**config.mk**
```make
export PLATFORM = sky130hd
export DESIGN_NAME = ucsbece154b_bpred_gshare2w
export DESIGN_NICKNAME = d
export VERILOG_FILES = /design/src/rtl/ucsbece154b_bpred_gshare2w_pkg.sv /design/src/rtl/ucsbece154b_btb_2way.sv /design/src/rtl/ucsbece154b_bpred_gshare2w.sv
export SDC_FILE = /design/constraint.sdc
export NUM_CORES = 2
export LEC_CHECK = 0
export ABC_AREA = 1
export CAP_MARGIN = 0
export CORE_MARGIN = 8
export CORE_UTILIZATION = 40
export DETAILED_ROUTE_END_ITERATION = 16
export DONT_BUFFER_PORTS = 1
export GPL_ROUTABILITY_DRIVEN = 0
export PLACE_DENSITY = 0.56
export REMOVE_ABC_BUFFERS = 1
export SYNTH_ARGS = -nofsm -noshare
export SYNTH_HDL_FRONTEND = slang
export SYNTH_SLANG_ARGS = --single-unit
```
**constraint.sdc**
```tcl
create_clock -name clk -period 8.6 [get_ports clk]
set_input_delay 1.72 -clock clk [delete_from_list [all_inputs] [get_ports clk]]
set_output_delay 1.72 -clock clk [all_outputs]
set_load 0.01 [all_outputs]
```
**src/rtl/ucsbece154b_bpred_gshare2w_pkg.sv**
```systemverilog
// Shared types and helpers for the gshare + 2-way BTB predictor.
// FSM states and counter init value live here.
package ucsbece154b_bpred_gshare2w_pkg;

  typedef enum logic {
    BP_INIT = 1'b0,
    BP_RUN  = 1'b1
  } bp_state_e;

  localparam logic [31:0] PC_STEP = 32'd4;

  function automatic int unsigned max_u(
    input int unsigned a,
    input int unsigned b
  );
    return (a > b) ? a : b;
  endfunction

  // weakly-not-taken: MSB clear, all lower bits set
  function automatic int unsigned ctr_wnt(
    input int unsigned cb
  );
    return (1 << (cb - 1)) - 1;
  endfunction

endpackage

```
**src/rtl/ucsbece154b_btb_2way.sv**
```systemverilog
// 2-way set-associative BTB with per-set LRU.
// Read is combinational; write/allocate and set clear are clocked.
module ucsbece154b_btb_2way
  import ucsbece154b_bpred_gshare2w_pkg::*;
#(
  parameter int unsigned NUM_SETS = 16,
  localparam int unsigned IDX = $clog2(NUM_SETS)
) (
  input  logic           clk,
  input  logic [31:0]    rd_pc,
  input  logic           rd_touch,
  output logic           rd_hit,
  output logic           rd_is_jump,
  output logic [31:0]    rd_target,
  input  logic           wr_en,
  input  logic [31:0]    wr_pc,
  input  logic [31:0]    wr_target,
  input  logic           wr_is_jump,
  input  logic           clr_en,
  input  logic [IDX-1:0] clr_set
);

  localparam int unsigned TW = 30 - IDX;

  logic [TW-1:0] tag_q [NUM_SETS][2];
  logic [31:0]   tgt_q [NUM_SETS][2];
  logic          jmp_q [NUM_SETS][2];
  logic [1:0]    vld_q [NUM_SETS];
  logic          lru_q [NUM_SETS];

  logic [IDX-1:0] rs;
  logic [TW-1:0]  rt;
  logic           rh0;
  logic           rh1;
  logic           rd_way;

  logic [IDX-1:0] ws;
  logic [TW-1:0]  wt;
  logic           wh0;
  logic           wh1;
  logic           wr_way;

  logic unused_lsb;
  assign unused_lsb = ^{rd_pc[1:0], wr_pc[1:0]};

  assign rs = rd_pc[IDX+1:2];
  assign rt = rd_pc[31:IDX+2];
  assign rh0 = vld_q[rs][0] && (tag_q[rs][0] == rt);
  assign rh1 = vld_q[rs][1] && (tag_q[rs][1] == rt);

  assign rd_hit     = rh0 | rh1;
  assign rd_way     = ~rh0;
  assign rd_target  = tgt_q[rs][rd_way];
  assign rd_is_jump = jmp_q[rs][rd_way];

  assign ws = wr_pc[IDX+1:2];
  assign wt = wr_pc[31:IDX+2];
  assign wh0 = vld_q[ws][0] && (tag_q[ws][0] == wt);
  assign wh1 = vld_q[ws][1] && (tag_q[ws][1] == wt);

  // tag hit first, then first free way, then LRU victim
  always_comb begin
    wr_way = lru_q[ws];
    if (wh0)
      wr_way = 1'b0;
    else if (wh1)
      wr_way = 1'b1;
    else if (!vld_q[ws][0])
      wr_way = 1'b0;
    else if (!vld_q[ws][1])
      wr_way = 1'b1;
  end

  // write's LRU update is last so it wins over a same-set fetch hit
  always_ff @(posedge clk) begin
    if (clr_en) begin
      vld_q[clr_set] <= 2'b00;
      lru_q[clr_set] <= 1'b0;
    end else begin
      if (rd_touch && rd_hit)
        lru_q[rs] <= ~rd_way;
      if (wr_en) begin
        tag_q[ws][wr_way] <= wt;
        tgt_q[ws][wr_way] <= wr_target;
        jmp_q[ws][wr_way] <= wr_is_jump;
        vld_q[ws][wr_way] <= 1'b1;
        lru_q[ws]         <= ~wr_way;
      end
    end
  end

endmodule

```
**src/rtl/ucsbece154b_bpred_gshare2w.sv**
```systemverilog
// Fetch-stage gshare predictor with speculative GHR and 2-way BTB.
// Post-reset sweep initialises PHT and BTB before predicting.
module ucsbece154b_bpred_gshare2w
  import ucsbece154b_bpred_gshare2w_pkg::*;
#(
  parameter int unsigned NUM_BTB_SETS = 16,
  parameter int unsigned NUM_GHR_BITS = 6,
  parameter int unsigned COUNTER_BITS = 2
) (
  input  logic                    clk,
  input  logic                    reset_ni,
  input  logic [31:0]             pc_i,
  input  logic                    predict_en_i,
  output logic                    ready_o,
  output logic                    pred_hit_o,
  output logic                    pred_taken_o,
  output logic [31:0]             pred_target_o,
  output logic [NUM_GHR_BITS-1:0] pred_ghr_o,
  input  logic                    upd_valid_i,
  input  logic [31:0]             upd_pc_i,
  input  logic [31:0]             upd_target_i,
  input  logic                    upd_is_branch_i,
  input  logic                    upd_is_jump_i,
  input  logic                    upd_taken_i,
  input  logic [NUM_GHR_BITS-1:0] upd_ghr_i,
  input  logic                    upd_mispredict_i
);

  localparam int unsigned G     = NUM_GHR_BITS;
  localparam int unsigned CB    = COUNTER_BITS;
  localparam int unsigned PHT_N = 2 ** G;
  localparam int unsigned IDX   = $clog2(NUM_BTB_SETS);
  localparam int unsigned SWEEP = max_u(PHT_N, NUM_BTB_SETS);
  localparam int unsigned CW    = $clog2(SWEEP);

  localparam logic [CB-1:0] CTR_WNT = CB'(ctr_wnt(CB));
  localparam logic [CB-1:0] CTR_MAX = '1;
  localparam logic [CB-1:0] CTR_MIN = '0;

  bp_state_e state_q;
  bp_state_e state_d;
  logic [CW-1:0] cnt_q;
  logic [G-1:0]  ghr_q;
  logic [CB-1:0] pht_q [PHT_N];

  logic          init;
  logic          run;
  logic          pht_init;
  logic          clr_en;

  logic [G-1:0]  rd_idx;
  logic [CB-1:0] rd_ctr;
  logic [G-1:0]  upd_idx;
  logic [CB-1:0] upd_ctr;
  logic [CB-1:0] upd_ctr_nx;
  logic          pht_wr;

  logic          btb_hit;
  logic          btb_is_jump;
  logic [31:0]   btb_target;
  logic          btb_wr;
  logic [31:0]   pc_plus4;

  always_ff @(posedge clk or negedge reset_ni) begin
    if (!reset_ni) begin
      state_q <= BP_INIT;
      cnt_q   <= '0;
    end else begin
      state_q <= state_d;
      if (init)
        cnt_q <= cnt_q + 1'b1;
    end
  end

  always_comb begin
    state_d = state_q;
    init    = 1'b0;
    run     = 1'b0;
    unique case (state_q)
      BP_INIT: begin
        init = 1'b1;
        if (cnt_q == CW'(SWEEP - 1))
          state_d = BP_RUN;
      end
      BP_RUN: run = 1'b1;
      default: state_d = BP_INIT;
    endcase
  end

  assign ready_o  = run;
  assign pht_init = init && (32'(cnt_q) < PHT_N);
  assign clr_en   = init && (32'(cnt_q) < NUM_BTB_SETS);

  assign rd_idx  = pc_i[G+1:2] ^ ghr_q;
  assign rd_ctr  = pht_q[rd_idx];
  assign upd_idx = upd_pc_i[G+1:2] ^ upd_ghr_i;
  assign upd_ctr = pht_q[upd_idx];
  assign pht_wr  = run && upd_valid_i && upd_is_branch_i;

  // saturating counter, clamps at both ends
  always_comb begin
    upd_ctr_nx = upd_ctr;
    if (upd_taken_i && (upd_ctr != CTR_MAX))
      upd_ctr_nx = upd_ctr + 1'b1;
    else if (!upd_taken_i && (upd_ctr != CTR_MIN))
      upd_ctr_nx = upd_ctr - 1'b1;
  end

  always_ff @(posedge clk) begin
    if (pht_init)
      pht_q[cnt_q[G-1:0]] <= CTR_WNT;
    else if (pht_wr)
      pht_q[upd_idx] <= upd_ctr_nx;
  end

  assign btb_wr = run && upd_valid_i &&
                  (upd_is_jump_i || (upd_is_branch_i && upd_taken_i));

  ucsbece154b_btb_2way #(
    .NUM_SETS (NUM_BTB_SETS)
  ) u_btb (
    .clk        (clk),
    .rd_pc      (pc_i),
    .rd_touch   (run && predict_en_i),
    .rd_hit     (btb_hit),
    .rd_is_jump (btb_is_jump),
    .rd_target  (btb_target),
    .wr_en      (btb_wr),
    .wr_pc      (upd_pc_i),
    .wr_target  (upd_target_i),
    .wr_is_jump (upd_is_jump_i),
    .clr_en     (clr_en),
    .clr_set    (cnt_q[IDX-1:0])
  );

  assign pc_plus4 = pc_i + PC_STEP;

  always_comb begin
    pred_hit_o    = 1'b0;
    pred_taken_o  = 1'b0;
    pred_target_o = pc_plus4;
    if (run && btb_hit) begin
      pred_hit_o   = 1'b1;
      pred_taken_o = btb_is_jump | rd_ctr[CB-1];
      if (pred_taken_o)
        pred_target_o = btb_target;
    end
  end

  assign pred_ghr_o = ghr_q;

  // repair from checkpoint beats speculative shift
  always_ff @(posedge clk or negedge reset_ni) begin
    if (!reset_ni) begin
      ghr_q <= '0;
    end else if (run) begin
      if (upd_valid_i && upd_mispredict_i)
        ghr_q <= upd_is_branch_i ?
                 {upd_ghr_i[G-2:0], upd_taken_i} : upd_ghr_i;
      else if (predict_en_i && pred_hit_o && !btb_is_jump)
        ghr_q <= {ghr_q[G-2:0], pred_taken_o};
    end
  end

  always_ff @(posedge clk) begin
    if (reset_ni && upd_valid_i)
      assert (!(upd_is_branch_i && upd_is_jump_i));
  end

endmodule

```
Word level (Yosys, flattened, before mapping):

Memories as Yosys holds them, arrays and structs flattened.
Cells that the tools add are included.

* output and inout bits: 41
* RAM bits: 2064
* bits of input ports: 110
* bits in registers: 13
* memories: 6
* logic and storage cells: 116

* magnitude comparators: 6
* add/sub/neg operators: 4
* bitwise gates (word level): 8
* reduce and logical (&&, ||, !) cells: 28
* mux-type cells: 55
* equality and inequality tests: 6

Memories
* u_btb.tgt_q: depth 16, bits a word 64, rd ports 1, clocked after memory_dff 0, write ports 1, line ucsbece154b_btb_2way.sv:26 `logic [31:0] tgt_q [NUM_SETS][2];`
* u_btb.tag_q: depth 16, bits a word 52, rd ports 2, clocked after memory_dff 0, write ports 1, line ucsbece154b_btb_2way.sv:25 `logic [TW-1:0] tag_q [NUM_SETS][2];`
* pht_q: depth 64, bits a word 2, rd ports 2, clocked after memory_dff 0, write ports 1, line ucsbece154b_bpred_gshare2w.sv:44 `logic [CB-1:0] pht_q [PHT_N];`
* u_btb.jmp_q: depth 16, bits a word 2, rd ports 1, clocked after memory_dff 0, write ports 1, line ucsbece154b_btb_2way.sv:27 `logic jmp_q [NUM_SETS][2];`
* u_btb.vld_q: depth 16, bits a word 2, rd ports 2, clocked after memory_dff 0, write ports 1, line ucsbece154b_btb_2way.sv:28 `logic [1:0] vld_q [NUM_SETS];`
* u_btb.lru_q: depth 16, bits a word 1, rd ports 1, clocked after memory_dff 0, write ports 2, line ucsbece154b_btb_2way.sv:29 `logic lru_q [NUM_SETS];`

Operators by type and width (count)
* $mux W32: 6
* $eq A26 B26 Y1: 4
* $mux W64: 1
* $mux W52: 1
* $add A32 B3 Y32 const B: 1
* $demux W32 S1: 1
* $mux W1: 29
* $demux W26 S1: 1
* $mux W26: 1
* $mux W6: 4
* $logic_and A1 B1 Y1: 19
* $mux W2: 7
* $xor A6 B6 Y6: 2
* $mux W4: 2
* $add A6 B1 Y6 const B: 1
* $eq A6 B6 Y1 const B: 1
* $lt A6 B5 Y1 const B: 1
* $ge A2 B2 Y1 const B: 2
* $not A1 Y2: 2
* $reduce_bool A2 Y1: 2
* $reduce_or A2 Y1: 2
* $add A2 B1 Y2 const B: 1
* $demux W1 S1: 2
* $logic_not A1 Y1: 2
* other kinds (10): 12

Longest topological paths before layout:

An unclocked memory read counts as a cell.

* word-level depth: 12
* depth in mapped cells: 28
* depth with buffers taken out: 25

Hierarchy:

A second synthesis with hierarchy kept.

* cell total of the unflattened synthesis: 8946
* area, all modules: 94798.4 µm²

By module, submodules not included
* ucsbece154b_btb_2way: instances 1, sequential area each 58135.8 µm², cells an instance 7934, area an instance 86472.9 µm²
* ucsbece154b_bpred_gshare2w: instances 1, sequential area each 4169.0 µm², cells an instance 1012, area an instance 8325.5 µm²

Worst setup path before layout:

No wires, ideal clock.

* kind: input to register
* from: in upd_is_branch_i
* to: mem u_btb.jmp_q[6][0] (netlist name), enable pin
* stages: 5
* library setup time: 0.548 ns
* required time: 8.052 ns
* buffers on the path: 1
* arrival: 7.686 ns
* path slack: 0.366 ns
* cell sequence: clkbuf_1 > nand2_1 > a21oi_1 > nand3_2 > nor3_1

* word-level cells in the longest chain between the ends: 6

RTL lines
* start: declaration: line ucsbece154b_bpred_gshare2w.sv:22 `input logic upd_is_branch_i,`
* $logic_and A1 B1 Y1: line ucsbece154b_bpred_gshare2w.sv:117 `(upd_is_jump_i || (upd_is_branch_i && upd_taken_i));`
* $logic_or A1 B1 Y1: line ucsbece154b_bpred_gshare2w.sv:117
* $logic_and A1 B1 Y1: line ucsbece154b_bpred_gshare2w.sv:116 `assign btb_wr = run && upd_valid_i &&`
* $mux W1: line ucsbece154b_btb_2way.sv:82 `if (wr_en) begin`
* $mux W1: line ucsbece154b_btb_2way.sv:76 `if (clr_en) begin`
* $mux W2 (implied by the code): line ucsbece154b_btb_2way.sv:85 `jmp_q[ws][wr_way] <= wr_is_jump;`
* end: declaration: line ucsbece154b_btb_2way.sv:27

No other way between the ends.

Final worst setup path:

* from: in pc_i[3]
* to: out pred_target_o[16]

* word-level cells in the longest chain between the ends: 11
* elaborated cells on any way between the ends: 24
* classes of those cells: add/sub: 1; eq/ne: 2; mux: 8; bitwise: 5; reduce/logical: 3; memory: 5

RTL lines
* start: declaration: line ucsbece154b_bpred_gshare2w.sv:12 `input logic [31:0] pc_i,`
* $mem_v2 Z16 W52
* $eq A26 B26 Y1: line ucsbece154b_btb_2way.sv:48 `assign rh0 = vld_q[rs][0] && (tag_q[rs][0] == rt);`
* $logic_and A1 B1 Y1: line ucsbece154b_btb_2way.sv:48
* $not A1 Y1: line ucsbece154b_btb_2way.sv:52 `assign rd_way = ~rh0;`
* $not A1 Y2 (implied by the code): line ucsbece154b_btb_2way.sv:53, ucsbece154b_btb_2way.sv:54
* $mux W1 (implied by the code) (3 in series): line ucsbece154b_btb_2way.sv:54 `assign rd_is_jump = jmp_q[rs][rd_way];`
* $or A1 B1 Y1: line ucsbece154b_bpred_gshare2w.sv:144 `pred_taken_o = btb_is_jump | rd_ctr[CB-1];`
* $mux W32: line ucsbece154b_bpred_gshare2w.sv:145 `if (pred_taken_o)`
* $mux W32 (*): line ucsbece154b_bpred_gshare2w.sv:142 `if (run && btb_hit) begin`
* end: declaration: line ucsbece154b_bpred_gshare2w.sv:17 `output logic [31:0] pred_target_o,`

Every way passes the cells marked *; elsewhere a longest branch is shown, timed or not. The select of a mux whose other input is x is not followed.

==> impl_metrics.env <==
export IMPL_setup_viol=34
export IMPL_cts_buffer_depth=3
export IMPL_cts_tree="yes"
export IMPL_die_y_um=501.9
export IMPL_place_hpwl_um=177200
export IMPL_worst_hold_slack_ns=0.5156
export IMPL_area_growth_pct=11.65
export IMPL_wl_um=340700
export IMPL_setup_ws_ns=-1.475
export IMPL_cap_violations=0
export IMPL_track_usage=0.2582
export IMPL_yosys_register_bits=2077
export IMPL_h_tree_depth=4
export IMPL_synth_fa_ha_area_frac=0.0005299
export IMPL_reg2reg_from="u_btb.tag_q[11][33]"
export IMPL_grt_setup_unrepaired="no"
export IMPL_muxShareOfSynthArea=0
export IMPL_status="complete, but fails checks"
export IMPL_critPathKind="input port to output pin"
export IMPL_root_buffer="clkbuf_16"
export IMPL_drt_pass1_iter_count=8
export IMPL_required_ns=6.88
export IMPL_synth_compound_area_share=0.1233
export IMPL_avgSynthCellArea_um2=10.51
export IMPL_ios=151
export IMPL_fin_crit_sh=1.172
export IMPL_synth_seq_area_share=0.6596
export IMPL_numPortBuffers=0
export IMPL_core_um2=235000
export IMPL_finalPower_mw=21.75
export IMPL_initial_core_util=0.4020
export IMPL_timing_rr_end="u_btb.tag_q[8][41]"
export IMPL_path_clk_slew_ns=0.06
export IMPL_grt_pass1_wl_um=477500
export IMPL_crit_chain="inv_16, buf_12, o21ai_0, o22ai_1, nand2_1, nand2_1, inv_1, nand2_1, nand2_1, nand2_1, nand4_1, nor2_1, nand2_1, a21oi_1, nand2_2, buf_12, o21ai_1, o21ai_1, buf_4"
export IMPL_cp_depth=19
export IMPL_max_stage_delay_ns=1.56
export IMPL_irDropWorstVdd_v=0.0001807
export IMPL_cts_sinks=2077
export IMPL_viasPerCell=5.875
export IMPL_antenna_found_initial=10
export IMPL_gr_total_overflow=0
export IMPL_grt_pass1_vias=67263
export IMPL_cts_hold_buf=0
export IMPL_endpoint_kind="output pin"
export IMPL_cpLargestDelayFamily="buffers and inverters"
export IMPL_crit_slowest_cell="inv_16"
export IMPL_rrSetupSlack_ns=3.74
export IMPL_hold_path_class="register to register"
export IMPL_dieArea_um2=251900
export IMPL_crit_buf_inv=5
export IMPL_synth_xor_area_share=0.005087
export IMPL_cts_setup_buffers=0
export IMPL_fin_crit_ns=10.08
export IMPL_drive_gt1_frac=0.06887
export IMPL_r2r_cells=14
export IMPL_tightest_slew_ns=2.997
export IMPL_final_cells=12203
export IMPL_syn_inst=8988
export IMPL_ys_warn_count=0
export IMPL_netlist_area_um2=94460
export IMPL_die_x_um=501.9
export IMPL_slew_violations=452
export IMPL_finalNetCount=8977
export IMPL_cp_max_fo=551
export IMPL_multiInputGateArea_um2=27070
export IMPL_hp_start="cnt_q[4]"
export IMPL_cp_common_cell="nand2_1"
export IMPL_p_leak_nw=37.71
export IMPL_vias=71696
export IMPL_powerDensity_nw_per_um2=206.2
export IMPL_arrival_ns=8.36
export IMPL_routedWlPerCell_um=27.92
export IMPL_nFillCells=21626
export IMPL_synth_cell_types=56
export IMPL_drc_errors=0
export IMPL_hold_viol=0
export IMPL_hold_path_end="cnt_q[4]"
export IMPL_seqCellArea_um2=62300
export IMPL_grt_start_max_net_pins=1029
export IMPL_numCtsBuffers=217
export IMPL_skew_ns=0.06441
export IMPL_cts_resized=0
export IMPL_relSlewSlack=-0.9979
export IMPL_insertion_delay_ns=0.89
export IMPL_rows=178
export IMPL_start_kind="input port"
export IMPL_dp_cells=11786
export IMPL_synthSimpleGateAreaFrac=0.1542
export IMPL_first_iter_violations=9807
export IMPL_antenna_left=0
export IMPL_hold_depth=1
export IMPL_synth_top_family_by_area="simple AND/OR/NAND/NOR gates"
export IMPL_max_freq_mhz=99.25
export IMPL_violations="max-slew violations, negative setup slack"
==> sequential cells by signal, summed over array words and instances, names as in the netlist <==
register and count:
u_btb.tgt_q 1024, u_btb.tag_q 832, u_btb.jmp_q 32, pred_ghr_o 6, state_q 1, u_btb.vld_q 32
pht_q 128, u_btb.lru_q 16, cnt_q 6
==> area by class of cell <==
cell class / instances / area share
multi-input combinational: 5618 / 0.2567
inverter: 732 / 0.02660
clock buffer: 275 / 0.05376
sequential: 2077 / 0.5908
clock inverter: 127 / 0.01052
timing repair buffer: 217 / 0.02411
antenna: 7 / 0.0001661
tap: 3150 / 0.03737
==> cell families (layout without fill, tap and decap cells) <==
logic type,Yosys count,count (layout)
other cells,0,7
fa+ha+maj,4,4
compound gates,1964,1964
buf+inv,1293,1351
simple gates,3596,3596
flops,2077,2077
xor+xnor,54,54
==> per-stage QoR <==
stage          setup WS, ns    util  TNS (ns)  instance area, µm²
3_3_place_gp         0.4246  0.4190         0               98460
3_5_place_dp         0.6627  0.4190         0               98460
6_report             -1.475  0.4488    -37.54              105500
2_1_floorplan        -2.036       -   -836.92               91810
5_1_grt             0.04654  0.4488         0              105500
4_1_cts              0.6521  0.4479         0              105200
==> worst max-delay path by stage <==
stage                  from           endpoint  slack (ns)
detailed placement  pc_i[2]  pred_target_o[20]        0.66
floorplan           pc_i[5]   pred_target_o[2]       -2.04
CTS                 pc_i[2]  pred_target_o[16]        0.65
global route        pc_i[2]  pred_target_o[16]        0.05
global placement    pc_i[2]  pred_target_o[16]        0.42
finish              pc_i[3]  pred_target_o[16]       -1.48
==> per-layer routing <==
layer  vias up  wire (µm)  part of all wire  global-route usage
met1     35446     136200              0.40              0.3510
met3       744      37210              0.11             0.05971
met4         4      16630             0.049              0.1134
li1      31456          -                 -                   -
met5         -         27          0.000079                   0
met2      4046     150700              0.44              0.3970
==> where the power goes <==
group / switching [mW] / internal (mW) / total (mW)
sequential: 0.00304 / 11.1 / 11.1
clock: 4.04 / 5.05 / 9.09
combinational: 1.09 / 0.446 / 1.54
==> worst reg2reg max path, delay by kind of cell, from the launching register on <==
family	cells	cell delay (ns)
AND/OR/NAND/NOR	8	2.53
buffers and inverters	3	1.05
AO/OA/AOI/OAI	3	0.49
flip-flops	1	0.36
==> placed cells by master, fill, tap and decap left out, drive strengths merged, types with 15 or more instances in the layout <==
master	count
o221ai	128
nand4	36
xor2	39
edfxtp	2064
clkinv	116
nand2	1721
o211ai	50
nand3	559
xnor2	15
nor2	1224
o21bai	23
nor3	25
a21oi	126
or2	16
inv	726
clkbuf	279
a31oi	24
o21ai	1033
buf	213
a22oi	170
o22ai	359
==> cells in the mapped netlist (all sizes together) <==
library cell     n  area share
edfxtp        2064        0.66
nand2         1721       0.069
nor2          1224       0.049
o21ai         1033       0.055
inv            722       0.029
nand3          559       0.030
o22ai          359       0.024
buf            293       0.017
clkbuf         268       0.011
a22oi          170       0.014
o221ai         128       0.012
a21oi          126      0.0071
o211ai          50      0.0040
xor2            39      0.0036
nand4           36      0.0025
nor3            25      0.0018
a31oi           24      0.0016
o21bai          23      0.0019
or2             16      0.0011
xnor2           15      0.0015
dfrtp           13      0.0034
o32ai           13      0.0012
clkinv          10     0.00040
nor4            10     0.00073
a32o             9     0.00095
o311ai           9     0.00083
a221oi           8     0.00074
o211a            7     0.00074
ha               4     0.00053
and2             3     0.00020
nand3b           2     0.00016
o31ai            2     0.00016
a211oi           1    0.000080
a32oi            1    0.000093
o21a             1    0.000080
(Power assumes the default switching activity.)
